## src/rtl/cplx_alu_pkg.sv

```systemverilog
// cplx_alu_pkg: shared widths, ALU opcodes and sequencer state encodings
package cplx_alu_pkg;
    localparam int W  = 5;
    localparam int W2 = 2 * W;
    localparam int W3 = 2 * W + 1;
    localparam logic [1:0] OP_NOP = 2'b00;
    localparam logic [1:0] OP_SUB = 2'b01;
    localparam logic [1:0] OP_ADD = 2'b10;
    localparam logic [1:0] OP_MUL = 2'b11;
    typedef logic [1:0] state_t;
    localparam state_t ST_IDLE  = 2'd0;
    localparam state_t ST_ISSUE = 2'd1;
    localparam state_t ST_DRAIN = 2'd2;
endpackage

```

## src/rtl/cplx_alu_sequencer_if.sv

```systemverilog
// cplx_alu_sequencer_if: ALU command/result bus between the sequencer (master) and the ALU (slave)
interface cplx_alu_sequencer_if;
    import cplx_alu_pkg::*;
    logic [W-1:0]  alu_op1;
    logic [W-1:0]  alu_op2;
    logic [1:0]    alu_opcode;
    logic [W2-1:0] alu_out;
    logic          alu_valid;
    modport master (output alu_op1, alu_op2, alu_opcode, input alu_out, alu_valid);
    modport slave  (input alu_op1, alu_op2, alu_opcode, output alu_out, alu_valid);
endinterface

```

## src/rtl/cplx_result_collector.sv

```systemverilog
// cplx_result_collector: captures ALU results in issue order, watches for ALU timeout, combines the complex result
module cplx_result_collector
    import cplx_alu_pkg::*;
#(
    parameter int TIMEOUT = 8
) (
    input  logic          clk,
    input  logic          reset,
    input  logic          clear,
    input  logic          issue,
    input  logic          mul,
    input  logic          conj,
    input  logic [W2-1:0] alu_out,
    input  logic          alu_valid,
    output logic          fin,
    output logic          res_valid,
    output logic [W3-1:0] res_re,
    output logic [W3-1:0] res_im,
    output logic          err
);
    localparam int CW = $clog2(TIMEOUT + 1);
    logic [2:0]    pending;
    logic [1:0]    sidx;
    logic [CW-1:0] cnt;
    logic [W2-1:0] s0, s1, s2;
    logic          cap, last, tmo;
    logic [W3-1:0] z0, z1, z2, z3, cre, cim;
    assign cap  = alu_valid && pending != 3'd0;
    assign last = cap && sidx == (mul ? 2'd3 : 2'd1);
    assign tmo  = pending != 3'd0 && !alu_valid && cnt == CW'(TIMEOUT);
    assign fin  = last || tmo;
    // the final product p3 (or the im sum) is combined straight off the bus on its capture edge
    assign z0  = {1'b0, s0};
    assign z1  = {1'b0, s1};
    assign z2  = {1'b0, s2};
    assign z3  = {1'b0, alu_out};
    assign cre = mul ? (conj ? z0 + z1 : z0 - z1) : z0;
    assign cim = mul ? (conj ? z3 - z2 : z2 + z3) : z3;
    // slot capture, outstanding-op count, timeout watchdog and result registers
    always_ff @(posedge clk or posedge reset) begin
        if (reset) begin
            pending   <= '0;
            sidx      <= '0;
            cnt       <= '0;
            s0        <= '0;
            s1        <= '0;
            s2        <= '0;
            res_valid <= 1'b0;
            res_re    <= '0;
            res_im    <= '0;
            err       <= 1'b0;
        end else begin
            res_valid <= fin;
            pending   <= pending + 3'(issue) - 3'(cap);
            cnt       <= (alu_valid || clear) ? '0 : (pending != 3'd0 ? cnt + 1'b1 : cnt);
            if (cap) sidx <= sidx + 2'd1;
            if (cap && sidx == 2'd0) s0 <= alu_out;
            if (cap && sidx == 2'd1) s1 <= alu_out;
            if (cap && sidx == 2'd2) s2 <= alu_out;
            if (clear) begin
                err  <= 1'b0;
                sidx <= '0;
            end
            if (last) begin
                res_re <= cre;
                res_im <= cim;
                sidx   <= '0;
            end
            if (tmo) begin
                res_re  <= '0;
                res_im  <= '0;
                err     <= 1'b1;
                pending <= '0;
                sidx    <= '0;
                cnt     <= '0;
            end
        end
    end
endmodule

```

## src/rtl/cplx_alu_sequencer.sv

```systemverilog
// cplx_alu_sequencer: splits a complex add/sub/mul into real ALU ops; CPLX_SEQ_CONJ_EN adds conj_b (use conj(b))
module cplx_alu_sequencer
    import cplx_alu_pkg::*;
#(
    parameter int TIMEOUT = 8
) (
    input  logic          clk,
    input  logic          reset,
    input  logic          start,
    input  logic [1:0]    cop,
    input  logic [W-1:0]  a_re,
    input  logic [W-1:0]  a_im,
    input  logic [W-1:0]  b_re,
    input  logic [W-1:0]  b_im,
`ifdef CPLX_SEQ_CONJ_EN
    input  logic          conj_b,
`endif
    output logic          busy,
    output logic          res_valid,
    output logic [W3-1:0] res_re,
    output logic [W3-1:0] res_im,
    output logic          err,
    cplx_alu_sequencer_if.master alu
);
    state_t       state;
    logic [1:0]   idx, op_q;
    logic [W-1:0] ar, ai, br, bi;
    logic         conj_q, conj_in, accept, issue, fin, mul_q, last_op;
`ifdef CPLX_SEQ_CONJ_EN
    assign conj_in = conj_b;
`else
    assign conj_in = 1'b0;
`endif
    assign accept  = state == ST_IDLE && start && cop != OP_NOP;
    assign issue   = accept || state == ST_ISSUE;
    assign mul_q   = op_q == OP_MUL;
    assign last_op = idx == (mul_q ? 2'd3 : 2'd1);
    assign busy    = state != ST_IDLE;
    // FSM and issue path: op0 goes out on the accept edge, the rest from the latched operands
    always_ff @(posedge clk or posedge reset) begin
        if (reset) begin
            state          <= ST_IDLE;
            idx            <= '0;
            op_q           <= OP_NOP;
            conj_q         <= 1'b0;
            ar             <= '0;
            ai             <= '0;
            br             <= '0;
            bi             <= '0;
            alu.alu_op1    <= '0;
            alu.alu_op2    <= '0;
            alu.alu_opcode <= OP_NOP;
        end else if (fin) begin
            state          <= ST_IDLE;
            alu.alu_opcode <= OP_NOP;
        end else if (accept) begin
            state          <= ST_ISSUE;
            idx            <= 2'd1;
            op_q           <= cop;
            conj_q         <= conj_in;
            ar             <= a_re;
            ai             <= a_im;
            br             <= b_re;
            bi             <= b_im;
            alu.alu_op1    <= a_re;
            alu.alu_op2    <= b_re;
            alu.alu_opcode <= cop;
        end else if (state == ST_ISSUE) begin
            alu.alu_op1    <= idx[0] ? ai : ar;
            alu.alu_op2    <= (idx[0] ^ idx[1]) ? bi : br;
            alu.alu_opcode <= mul_q ? OP_MUL : (conj_q ? op_q ^ 2'b11 : op_q);
            idx            <= idx + 2'd1;
            state          <= last_op ? ST_DRAIN : ST_ISSUE;
        end else if (state == ST_DRAIN) begin
            alu.alu_opcode <= OP_NOP;
        end
    end
    cplx_result_collector #(.TIMEOUT(TIMEOUT)) u_coll (
        .clk       (clk),
        .reset     (reset),
        .clear     (accept),
        .issue     (issue),
        .mul       (mul_q),
        .conj      (conj_q),
        .alu_out   (alu.alu_out),
        .alu_valid (alu.alu_valid),
        .fin       (fin),
        .res_valid (res_valid),
        .res_re    (res_re),
        .res_im    (res_im),
        .err       (err)
    );
endmodule

```

## src/flat_wrapper.sv

```systemverilog
// flat-port wrapper written by rule: the top's interface ports become plain ports
module cplx_alu_sequencer_flat import cplx_alu_pkg::*;
#(
    parameter int TIMEOUT = 8
)
  (clk, reset, start, cop, a_re, a_im, b_re, b_im, busy, res_valid, res_re, res_im, err, alu_alu_op1, alu_alu_op2, alu_alu_opcode, alu_alu_out, alu_alu_valid);
  cplx_alu_sequencer_if alu_i ();
  input  logic clk;
  input  logic reset;
  input  logic start;
  input  logic [1:0] cop;
  input  logic [W-1:0] a_re;
  input  logic [W-1:0] a_im;
  input  logic [W-1:0] b_re;
  input  logic [W-1:0] b_im;
  output logic busy;
  output logic res_valid;
  output logic [W3-1:0] res_re;
  output logic [W3-1:0] res_im;
  output logic err;
  output wire logic [$bits(alu_i.alu_op1)-1:0] alu_alu_op1;
  output wire logic [$bits(alu_i.alu_op2)-1:0] alu_alu_op2;
  output wire logic [$bits(alu_i.alu_opcode)-1:0] alu_alu_opcode;
  input wire logic [$bits(alu_i.alu_out)-1:0] alu_alu_out;
  input wire logic [$bits(alu_i.alu_valid)-1:0] alu_alu_valid;
  assign alu_alu_op1 = alu_i.alu_op1;
  assign alu_alu_op2 = alu_i.alu_op2;
  assign alu_alu_opcode = alu_i.alu_opcode;
  assign alu_i.alu_out = alu_alu_out;
  assign alu_i.alu_valid = alu_alu_valid;
  cplx_alu_sequencer #(.TIMEOUT(TIMEOUT)) u_core (.clk(clk), .reset(reset), .start(start), .cop(cop), .a_re(a_re), .a_im(a_im), .b_re(b_re), .b_im(b_im), .busy(busy), .res_valid(res_valid), .res_re(res_re), .res_im(res_im), .err(err), .alu(alu_i));
endmodule
```

## config.mk

```make
export PLATFORM = sky130hd
export DESIGN_NAME = cplx_alu_sequencer_flat
export DESIGN_NICKNAME = d
export VERILOG_FILES = /design/src/rtl/cplx_alu_pkg.sv /design/src/rtl/cplx_alu_sequencer_if.sv /design/src/rtl/cplx_result_collector.sv /design/src/rtl/cplx_alu_sequencer.sv /design/src/flat_wrapper.sv
export SDC_FILE = /design/constraint.sdc
export NUM_CORES = 1
export LEC_CHECK = 0
export BUFFER_PORTS_ARGS = -buffer_cell sky130_fd_sc_hd__buf_4
export CAP_MARGIN = 20
export CORE_AREA = 2 2 113 115
export CTS_CLUSTER_DIAMETER = 120
export DETAILED_ROUTE_END_ITERATION = 12
export DIE_AREA = 0 0 115 117
export HOLD_SLACK_MARGIN = 0.12
export PLACE_DENSITY_LB_ADDON = 0.25
export SLEW_MARGIN = 10
export SYNTH_ARGS = -nofsm -noshare
export SYNTH_HDL_FRONTEND = slang
export SYNTH_SLANG_ARGS = --single-unit
```

## constraint.sdc

```tcl
create_clock -name clk -period 3.6 [get_ports clk]
set_clock_uncertainty 0.2 [all_clocks]
set_input_delay 0.36 -clock clk [delete_from_list [all_inputs] [get_ports clk]]
set_output_delay 0.36 -clock clk [all_outputs]
set_load 0.01 [all_outputs]
```

==> summary.md, run 1 <==
| Metric | Value |
|---|---|
| Reg-to-reg critical path startpoint | u_core.u_coll.pending[1] |
| Synthesized cell area | 5430 µm² |
| H-Tree Level Count | 3 |
| CORE AREA | 12300 µm² |
| CTS resizes | 0 |
| Synth async-reset ratio | 100% |
| Crit start category | flop |
| Synth Area in Compound Gates | approximately 15% |
| Syn avg cell area | 10.6 µm² |
| TritonCTS clock tree | built |
| Slew Viols, Final | 0 |
| Power Dens Cells | 916 nW/µm² |
| Final Hold Vio Count | 0 |
| Vias in the first global route | 4227 |
| Slowest stage cell, crit path | or3_1 |
| FP Rows | 41 |
| Share of layout cells above drive strength 1 | between 20% and 30% |
| Hold path depth | 3 |
| Clk Latency, worst-skew pair | 0.34 ns |
| DP HPWL | 8550 µm |
| Hold_sp | alu_alu_out[1] |
| NetSw | approximately 2.4 mW |
| Post CTS Setup Buffer Count | 0 |
| Crit Reg-Reg Endpoint | u_core.u_coll.pending[2] |
| Diode count | 0 |
| Reg power frac | 33.4% |
| Syn_nets | 582 |
| Final setup fails | 0 |
| DR pass1 iterations | 4 |
| Final wirelength | ~12000 µm |
| Non-filler cells, final | 769 |
| 1st-iter DRT viols | approximately 170 |
| I/O pin total | 73 |
| Number of flops mapped to enable cells by yosys | 0 |
| Synth Area in Adders | between 7 and 8% |
| Post-synthesis sequential area ratio | 46.5% |
| GRT Resource Usage Total | 18.8% |
| Fmax | between 300 and 400 MHz |
| Yosys reg bits | 101 |
| Sw Ratio | 38.7% |
| R2R cell count | 10 |
| Clock Path Buffers | 2 |
| Total gr overflow | 0 |
| Port bufs | 72 |
| CP Cell Sequence | or3_1 > and2_0 > ha_1 > inv_1 > ha_1 > inv_1 > fa_1 > xor2_1 > xnor2_1 > a21oi_1 |
| Via count | 4212 |
| First-pass GRT wire length | 20000 µm |
| Die H | 117 µm |
| Initial Utilization | 44.1% |
| Post-synth top flop | dfrtp_1 |
| HP Class | primary input to flop |
| Actual slew at the worst max-slew pin | 0.964 ns |
| Fin Hold WS | 0.148 ns |
| DR vias/cell | 5.48 |
| Residual DRC | 0 |
| Mux cell area share after synthesis | 13.2% |
| Netlist cell types | 60 |
| Crit-path max cell delay | 0.53 ns |
| Kind of critical path | flop to flop |
| Worst rel slew slack | 35.5% |
| Yosys warning count | 0 |
| Final TNS setup | 0 ns |
| Hold worst-path end | u_core.u_coll.res_im[1] |
| Leakage | 3.18 nW |
| VDD IR-drop max | 0.558 mV |
| Worst setup EP type | flop |
| Die Footprint | about 13000 µm² |
| DRT antenna net count | 0 |
| Largest net degree at the start of global routing | 81 |
| Clock share of power | 16.8% |
| Post-synthesis xor/xnor area fraction | 2.10% |
| Comb pwr share | around 50% |
| Reg clk slew, reported paths | 0.07 ns |
| Simple-gate portion of the synthesized area | 10.5% |
| Clk Tree Root Cell | clkbuf_16 |
| Main combinational cell family by area after synthesis | compound AO/OA/AOI/OAI gates |
| Worst path required time | ~3.6 ns |
| Gp weighted congestion | 0.810 |
| Tcrit/Tclk final | 81.7% |
| Initial antenna violation count | 0 |
| Placed Instances | 719 |
| Post-synthesis cell count | 514 |
| Final Critical Period | approximately 2.9 ns |
| Area Growth Syn to Fin | 24.4% |
| Clk sinks | ~100 |
| Outcome | finished clean |
| CTS buffer count | 9 |
| Avg WL per Cell | between 15 and 20 µm |
| Reg2Reg Setup Slack | 0.66 ns |
| Die extent in x | 115 µm |
| Max-cap viol count | 0 |
| Worst endpoint data arrival time | just under 3 ns |
| Critical Path Fanout Max | 9 |
| Cts hold-fix bufs | 33 |
| Internal | 3.80 mW |
| RSZ-0062 raised after global routing | false |
| Final layout net count | between 600 and 700 |
## worst max-delay path, delay by kind of cell (launching register included)
| kind | cells | cell delay [ns] |
|---|---|---|
| fa+ha+maj | 3 | 0.83 |
| xor+xnor | 2 | 0.30 |
| simple gates | 2 | 0.87 |
| compound gates | 1 | 0.06 |
| buf+inv | 2 | 0.10 |
| flops | 1 | 0.44 |
## stage by stage
step / worst slack [ns] / utilization, % / power (mW) / cell area (µm²)
after floorplan: 0.393 / - / 4.29 / 5430
after global placement: 0.761 / 49.3 / 5.03 / 6070
after detailed placement: 0.662 / 49.3 / 5.14 / 6070
after CTS: 0.652 / 54.6 / 6.24 / 6730
after global routing: 0.465 / 54.9 / 6.72 / 6760
final: 0.660 / 54.9 / 6.19 / 6760
## routing by layer
layer  GRT usage, %  part of all wire, %  vias up
li1               -                    -     2033
met1           25.0                   46     2071
met2           31.1                   48       95
met3           4.12                  4.1       13
met4           5.54                  1.4        0
met5              0                    0        -
## flip-flops by register name, indices dropped and copies added, names as in the netlist, 10 cells and up
name and cells:
u_core.u_coll.res_im 11, u_core.u_coll.res_re 11, u_core.u_coll.s0 10, u_core.u_coll.s1 10, u_core.u_coll.s2 10
## layout by cell type (no fill, tap or decap), drive strengths merged, types with 3 or more instances in the layout
cell type / instances
a22oi: 6
o21a: 5
dlygate4sd3: 33
inv: 28
nor3: 12
o221ai: 4
a22o: 4
clkbuf: 9
nand3: 11
a21oi: 37
dfrtp: 101
nand2: 47
mux2: 52
a31oi: 4
a32oi: 3
a211oi: 4
fa: 3
mux2i: 13
buf: 81
nor2: 27
and3: 6
and2: 3
nor2b: 4
ha: 29
a21o: 4
o21ai: 39
xnor2: 8
xor2: 5
## logic make-up (layout without fill, tap and decap cells)
kind of cell | Yosys count | count (layout)
flops | 101 | 101
xor+xnor | 13 | 13
simple gates | 121 | 121
buf+inv | 52 | 157
mux | 65 | 65
compound gates | 130 | 130
fa+ha+maj | 32 | 32
## area by class of cell
| cell class | instances | area [µm²] |
|---|---|---|
| Clock buffer | 9 | 225 |
| Multi-Input combinational cell | 361 | 2660 |
| Sequential cell | 101 | 2530 |
| Inverter | 27 | 104 |
| Timing Repair Buffer | 114 | 958 |
| Tap cell | 150 | 188 |
| Clock inverter | 7 | 97.6 |
| Fill cell | 1068 | 5560 |
## worst max-delay path by stage
| stage | from | to | slack, ns |
|---|---|---|---|
| 5_1_grt | u_core.u_coll.pending[1] | u_core.u_coll.pending[2] | 0.47 |
| 2_1_floorplan | reset | u_core.ai[0] | 0.39 |
| 3_3_place_gp | u_core.u_coll.pending[1] | u_core.u_coll.pending[2] | 0.76 |
| 4_1_cts | u_core.u_coll.pending[1] | u_core.u_coll.pending[2] | 0.65 |
| 6_report | u_core.u_coll.pending[1] | u_core.u_coll.pending[2] | 0.66 |
| 3_5_place_dp | u_core.u_coll.pending[1] | u_core.u_coll.pending[2] | 0.66 |
## cells in the mapped netlist, types with 2 or more instances
library cell / instances / area share [%]
nor3_1: 11 / 1.0
o211a_1: 2 / 0.37
nand2_1: 47 / 3.2
xor2_1: 5 / 0.81
a22o_1: 4 / 0.64
inv_1: 26 / 1.8
o211ai_1: 2 / 0.28
buf_8: 2 / 0.55
nor2_1: 27 / 1.9
fa_1: 3 / 1.1
a21boi_0: 2 / 0.28
xnor2_1: 8 / 1.3
mux2_1: 20 / 4.1
a211oi_1: 4 / 0.55
buf_2: 7 / 0.64
ha_1: 29 / 6.7
or3_1: 2 / 0.23
a21o_1: 4 / 0.55
a22oi_1: 6 / 0.83
mux2i_1: 13 / 2.4
a21oi_1: 37 / 3.4
nand3_1: 11 / 1.0
and3_1: 5 / 0.58
o21ai_0: 37 / 3.4
a31oi_1: 4 / 0.46
o21a_1: 5 / 0.69
nor2b_1: 4 / 0.46
o221ai_1: 4 / 0.64
o21bai_1: 2 / 0.28
nand2b_1: 2 / 0.23
dfrtp_1: 101 / 47
a32oi_1: 2 / 0.32
nand3b_1: 2 / 0.28
a21bo_2: 2 / 0.37
mux2_2: 32 / 6.6
buf_4: 6 / 0.83
clkbuf_1: 10 / 0.69
and2_1: 2 / 0.23
## power by group through the flow
stage | combinational [mW] | sequential [mW] | clock [mW]
global placement | 2.98 | 2.05 | 0
detailed placement | 3.06 | 2.08 | 0
CTS | 3.11 | 2.06 | 1.07
floorplan | 2.26 | 2.03 | 0
global route | 3.47 | 2.14 | 1.11
finish | 3.08 | 2.07 | 1.04
Note: power is estimated with default switching activity, not from simulation.
==> run 2: changes to the inputs <==
==> constraint.sdc (replaced) <==
create_clock -name clk -period 3 [get_ports clk]
set_clock_uncertainty 0.2 [all_clocks]
set_input_delay 0.3 -clock clk [delete_from_list [all_inputs] [get_ports clk]]
set_output_delay 0.3 -clock clk [all_outputs]
set_load 0.01 [all_outputs]
==> run 2 against run 1 <==
  * Register-to-register slack worse by 0.45 ns
  * Combinational power up 22%
  * Wire length up 3.3%
  * Non-clock buffer count unchanged
  * Hold slack better by 0.089 ns
  * Sequential power up 20%
  * Critical path depth unchanged
  * Largest cell class unchanged
  * Largest power group unchanged
==> summary.md, run 2 (synthesis results as in run 1) <==
| Metric | Value |
|---|---|
| Outcome | finished clean |
| FP Rows | between 40 and 50 |
| Area occupied by multi-input gates | 2660 µm² |
| RSZ-0062 raised after global routing | false |
| Slowest stage cell, crit path | dfrtp_1 |
| Clk Latency, worst-skew pair | between 0.3 and 0.4 ns |
| DR vias/cell | 5.48 |
| Slew Viols, Final | 0 |
| GRT Resource Usage Total | 19.4% |
| H-Tree Level Count | 3 |
| Avg WL per Cell | 16.2 µm |
| Final wirelength | 12500 µm |
| Clock share of power | between 10% and 20% |
| Clk sinks | 101 |
| Initial Utilization | 44.1% |
| Worst Path Buf+Inv | 2 |
| CP Cell Sequence | or3_1 > and2_1 > ha_1 > inv_1 > ha_1 > inv_1 > fa_1 > xor2_1 > xnor2_1 > a21oi_1 |
| Comb pwr share | roughly half |
| Via count | 4211 |
| NetSw | 2.95 mW |
| Final setup fails | 0 |
| Critical Path Fanout Max | 7 |
| Reg power frac | approximately 34% |
| DP HPWL | about 8500 µm |
| Gp weighted congestion | 0.782 |
| Post-route cell area | 6710 µm² |
| CP delay by family, top | adder cells |
| DRT antenna net count | 0 |
| Crit-path max cell delay | between 0.4 and 0.5 ns |
| I/O pin total | 73 |
| Tcrit/Tclk final | a little over 90% |
| Fmax | 358 MHz |
| Biggest regs | u_core.u_coll.res_im: 11 flops, u_core.u_coll.res_re: 11 flops |
| First-pass GRT wire length | 20400 µm |
| Largest net degree at the start of global routing | 102 |
| Clk Tree Root Cell | clkbuf_16 |
| Final TNS setup | 0 ns |
| Area Growth Syn to Fin | 23.6% |
| Die H | 117 µm |
| Post CTS Setup Buffer Count | 0 |
| Sw Ratio | between 40% and 50% |
| Die extent in x | between 100 and 150 µm |
| Worst endpoint data arrival time | 2.83 ns |
| HP Class | primary input to flop |
| Post-DP Area | 6090 µm² |
| Worst setup EP type | flop |
| Internal | about 4.4 mW |
| # fillers | 1087 |
| Total gr overflow | 0 |
| Leakage | 3.16 nW |
| Reg clk slew, reported paths | roughly 0.070 ns |
| Register area | roughly 2500 µm² |
| TritonCTS clock tree | built |
| Diode count | 0 |
| Kind of critical path | flop to flop |
| Final layout net count | 682 |
| Vias in the first global route | 4231 |
| Share of layout cells above drive strength 1 | between 20 and 25% |
| Clock Path Buffers | 2 |
| Actual slew at the worst max-slew pin | 0.745 ns |
| Initial antenna violation count | 0 |
| Crit start category | flop |
| CTS buffer count | 9 |
| Most frequent cells in the layout | dfrtp_1, buf_4, nand2_1 |
| Die Footprint | 13500 µm² |
| Port bufs | just over 70 |
| VDD IR-drop max | approximately 0.52 mV |
| Final Hold Vio Count | 0 |
| Max-cap viol count | 0 |
| Worst path required time | 3.03 ns |
| Power Dens Cells | 1100 nW/µm² |
| Commonest non-fill, non-tap cell in the layout | dfrtp_1 |
| Residual DRC | 0 |
| DR pass1 iterations | 4 |
| 1st-iter DRT viols | roughly 180 |
| Worst rel slew slack | between 50% and 60% |
| Final Power | about 7.4 mW |
| CORE AREA | 12300 µm² |
| Final Critical Period | 2.79 ns |
==> run 2: what timing repair did <==
action                     4_1_cts  5_1_grt
resized for setup                0        1
setup endpoints to repair        0        1
hold buffers                    34        0
hold endpoints to repair       172        0
==> run 2: tightest hold or removal path, delay by kind of cell <==
kind / cells / cell delay [ns]
compound gates: 2 / 0.33
buf+inv: 1 / 0.12
==> run 2: worst paths after layout <==
path / from / to / slack [ns] / depth (start not counted)
max in group asynchronous: reset / u_core.u_coll.res_re[7] / 1.72 / 4
min in group asynchronous: reset / u_core.ar[0] / 0.45 / 4
worst max-delay path: u_core.u_coll.pending[1] / u_core.u_coll.pending[2] / 0.21 / 10
worst min register to register: u_core.u_coll.err / u_core.u_coll.err / 0.29 / 2
worst max register to register: u_core.u_coll.pending[1] / u_core.u_coll.pending[2] / 0.21 / 10
worst min-delay path: start / u_core.state[0] / 0.24 / 3
==> run 2: area by class of cell <==
type,instances,share of cell area [%]
sequential,101,37.6
timing repair buffer,114,14.2
inverter,27,1.57
clock buffer,10,3.41
tap,150,2.80
clock inverter,6,0.839
multi-input combinational,361,39.5
==> run 2: stage by stage <==
stage	instances	setup slack (ns)	hold slack [ns]	utilization, %
after detailed placement	719	0.169	0.273	49.5
after global routing	769	0.0240	0.261	54.5
after floorplan	514	0.0814	0.172	-
final	769	0.206	0.237	54.5
after CTS	769	0.148	0.221	54.5
after global placement	719	0.335	0.267	49.5
==> run 2: power groups by stage <==
stage | clock, mW | sequential [mW] | combinational, mW
3_3_place_gp | 0 | 2.46 | 3.59
2_1_floorplan | 0 | 2.44 | 2.71
5_1_grt | 1.22 | 2.56 | 4.21
4_1_cts | 1.17 | 2.48 | 3.76
3_5_place_dp | 0 | 2.50 | 3.69
6_report | 1.14 | 2.48 | 3.75
==> run 2: layer usage <==
metal	part of all wire, %	track usage, %	wire length (µm)	vias up
li1	-	-	-	2040
met1	46	24.9	5730	2057
met2	48	33.1	5970	100
met3	4.5	3.35	558	14
met4	1.5	7.47	191	0
met5	0	0	0	-
==> run 3: changes to the inputs <==
--- a/config.mk
+++ b/config.mk
@@ -5,12 +5,13 @@
 export SDC_FILE = /design/constraint.sdc
 export NUM_CORES = 1
 export LEC_CHECK = 0
+export ABC_AREA = 1
 export BUFFER_PORTS_ARGS = -buffer_cell sky130_fd_sc_hd__buf_4
 export CAP_MARGIN = 20
-export CORE_AREA = 2 2 113 115
+export CORE_AREA = 2 2 114 116
 export CTS_CLUSTER_DIAMETER = 120
 export DETAILED_ROUTE_END_ITERATION = 12
-export DIE_AREA = 0 0 115 117
+export DIE_AREA = 0 0 116 118
 export HOLD_SLACK_MARGIN = 0.12
 export PLACE_DENSITY_LB_ADDON = 0.25
 export SLEW_MARGIN = 10
==> run 3 against run 2 <==
  * Wire length grew 6.3%
  * Cell count grew 29%
  * Count of clock-buffer cells in the layout shrank 1
  * Non-clock buffer count shrank 6
  * Critical path type unchanged
  * Largest cell class unchanged
  * Largest power group unchanged
  * Critical endpoint unchanged
==> summary.md, run 3 <==
| Metric | Value |
|---|---|
| Outcome | finished clean |
| Commonest non-fill, non-tap cell in the layout | nand2_1 |
| Clock Path Buffers | 2 |
| Post-synthesis cell count | 718 |
| Power Dens Cells | 1040 nW/µm² |
| Cell with the most instances after synthesis | nand2_1 |
| Final Power | 7.14 mW |
| Post-DP Area | ~6200 µm² |
| Final layout net count | 885 |
| Final Hold Vio Count | 0 |
| Final Critical Period | approximately 2.5 ns |
| Post-synthesis xor/xnor area fraction | under 10% |
| GRT Resource Usage Total | 20.3% |
| Mux cell area share after synthesis | 0.723% |
| Fmax | 393 MHz |
| Cells taking the most area after synthesis | dfrtp_1, nand2_1, ha_1, o21ai_0, inv_1 |
| Worst setup EP type | flop |
| Reg-to-reg critical path startpoint | u_core.state[1] |
| Syn_nets | between 700 and 800 |
| Post-synth top cells | nand2_1, dfrtp_1, inv_1, o21ai_0, nor2_1 |
| DRT antenna net count | 0 |
| Syn avg cell area | 7.71 µm² |
| Via count | ~4900 |
| FP Rows | 41 |
| Yosys warning count | 0 |
| Most frequent cells in the layout | nand2_1, dfrtp_1, inv_1 |
| Die H | 118 µm |
| Tcrit/Tclk final | 84.7% |
| Number of flops mapped to enable cells by yosys | 0 |
| DR vias/cell | 4.93 |
| R2R cell count | 13 |
| Hold path depth | 3 |
| DR pass1 iterations | 5 |
| Die Footprint | 13700 µm² |
| Port bufs | 72 |
| Initial Utilization | 44.6% |
| Synth async-reset ratio | 100% |
| Main combinational cell family by area after synthesis | simple AND/OR/NAND/NOR gates |
| Initial antenna violation count | 0 |
| Leakage | 3.66 nW |
| Final setup fails | 0 |
| Total gr overflow | 0 |
| # fillers | 1206 |
| Reg clk slew, reported paths | 0.07 ns |
| First-pass GRT wire length | about 22000 µm |
| Dominant cell type by area after synthesis | dfrtp_1 |
| Max-cap viol count | 0 |
| Residual DRC | 0 |
| Crit start category | flop |
| Clk Tree Root Cell | clkbuf_16 |
| Post-synthesis sequential area ratio | 45.7% |
| Final wirelength | 13200 µm |
| Synth Area in Adders | under 10% |
| Crit Reg-Reg Endpoint | u_core.u_coll.pending[2] |
| Actual slew at the worst max-slew pin | 0.644 ns |
| Diode count | 0 |
| I/O pin total | 73 |
| Gp weighted congestion | 0.880 |
| Slew Viols, Final | 0 |
| Yosys reg bits | a little over 100 |
| VDD IR-drop max | 0.394 mV |
| 1st-iter DRT viols | 202 |
| Worst rel slew slack | 57.0% |
| Clk sinks | 101 |
| Reg2Reg Setup Slack | 0.46 ns |
| CORE AREA | 12400 µm² |
| Top-area cell type share of the netlist area | 45.7% |
| Share of layout cells above drive strength 1 | between 10% and 20% |
| Simple-gate portion of the synthesized area | 27.4% |
| RSZ-0062 raised after global routing | false |
| Biggest regs | u_core.u_coll.res_im: 11 flops, u_core.u_coll.res_re: 11 flops |
| Largest net degree at the start of global routing | 102 |
| Worst Setup SP | u_core.state[1] |
| H-Tree Level Count | 3 |
| Netlist cell types | 33 |
| Clk Latency, worst-skew pair | ~0.36 ns |
| Synth Area in Compound Gates | under 10% |
| Die extent in x | 116 µm |
| DP HPWL | 9330 µm |
| Avg WL per Cell | 13.3 µm |
| Area Growth Syn to Fin | 24.2% |
| Non-filler cells, final | 994 |
| Hold worst-path end | u_core.u_coll.s1[4] |
| CTS buffer count | 9 |
| HP Class | primary input to flop |
| Final TNS setup | 0 ns |
| Worst path required time | between 3 and 4 ns |
| Worst endpoint data arrival time | 2.57 ns |
| Critical Path Fanout Max | 8 |
| TritonCTS clock tree | built |
| Post-synth top flop | dfrtp_1 |
| Hold_sp | alu_alu_out[4] |
| Post-route cell area | 6870 µm² |
| Placed Instances | 946 |
| Kind of critical path | flop to flop |
| Synthesized cell area | 5530 µm² |
| Vias in the first global route | around 4800 |
==> run 3: worst max path at each step <==
stage	to	cells after the start
floorplan	u_core.u_coll.pending[2]	13
global placement	u_core.u_coll.pending[2]	13
detailed placement	u_core.u_coll.pending[2]	13
CTS	u_core.u_coll.pending[2]	13
global route	u_core.u_coll.pending[2]	13
finish	u_core.u_coll.pending[2]	13
==> run 3: cells by family (layout without fill, tap and decap cells) <==
kind of cell,after synthesis,count (layout)
XOR/XNOR,8,8
AO/OA/AOI/OAI,106,106
AND/OR/NAND/NOR,367,367
multiplexers,4,4
flip-flops,101,101
buffers and inverters,100,204
adder cells (fa/ha/maj),32,32
==> run 3: final cells by class <==
class	count	area (µm²)	share of cell area, %
Multi-Input combinational cell	517	2610	37.9
Clock buffer	9	225	3.28
Tap cell	172	215	3.13
Timing Repair Buffer	108	903	13.1
Sequential cell	101	2530	36.8
Inverter	80	304	4.42
Clock inverter	7	92.6	1.35
==> run 3: power by group <==
group          switching, mW  internal [mW]
clock                  0.568          0.671
combinational           2.16           1.39
sequential             0.377           1.97
==> run 3: through the flow <==
step | utilization [%] | hold slack, ns | setup WS [ns]
after floorplan | - | 0.217 | 0.618
after global routing | 55.4 | 0.153 | 0.243
after global placement | 50.2 | 0.255 | 0.562
after detailed placement | 50.2 | 0.260 | 0.483
after CTS | 55.4 | 0.122 | 0.468
final | 55.4 | 0.120 | 0.459
==> run 3: worst max-delay path, cell delays in order (launching register included) <==
cell	delay (ns)
dfrtp_1	0.38
inv_1	0.09
ha_1	0.17
nand2_1	0.05
o21bai_2	0.19
inv_2	0.14
nor2_1	0.10
ha_1	0.27
inv_1	0.05
ha_1	0.13
inv_1	0.04
fa_1	0.38
xor2_1	0.17
nor2_1	0.06
==> run 3: per-layer routing <==
metal | track usage [%] | wire [µm] | up-vias
met5 | 0 | 0 | -
met1 | 25.8 | 5990 | 2282
met3 | 4.89 | 581 | 20
met4 | 6.25 | 204 | 0
li1 | - | - | 2468
met2 | 34.1 | 6460 | 128
==> run 3: timing repair <==
action                    CTS  global route
hold buffers               32             0
hold endpoints to repair  151             0
buffers inserted            0             0
gates resized for setup     0             0
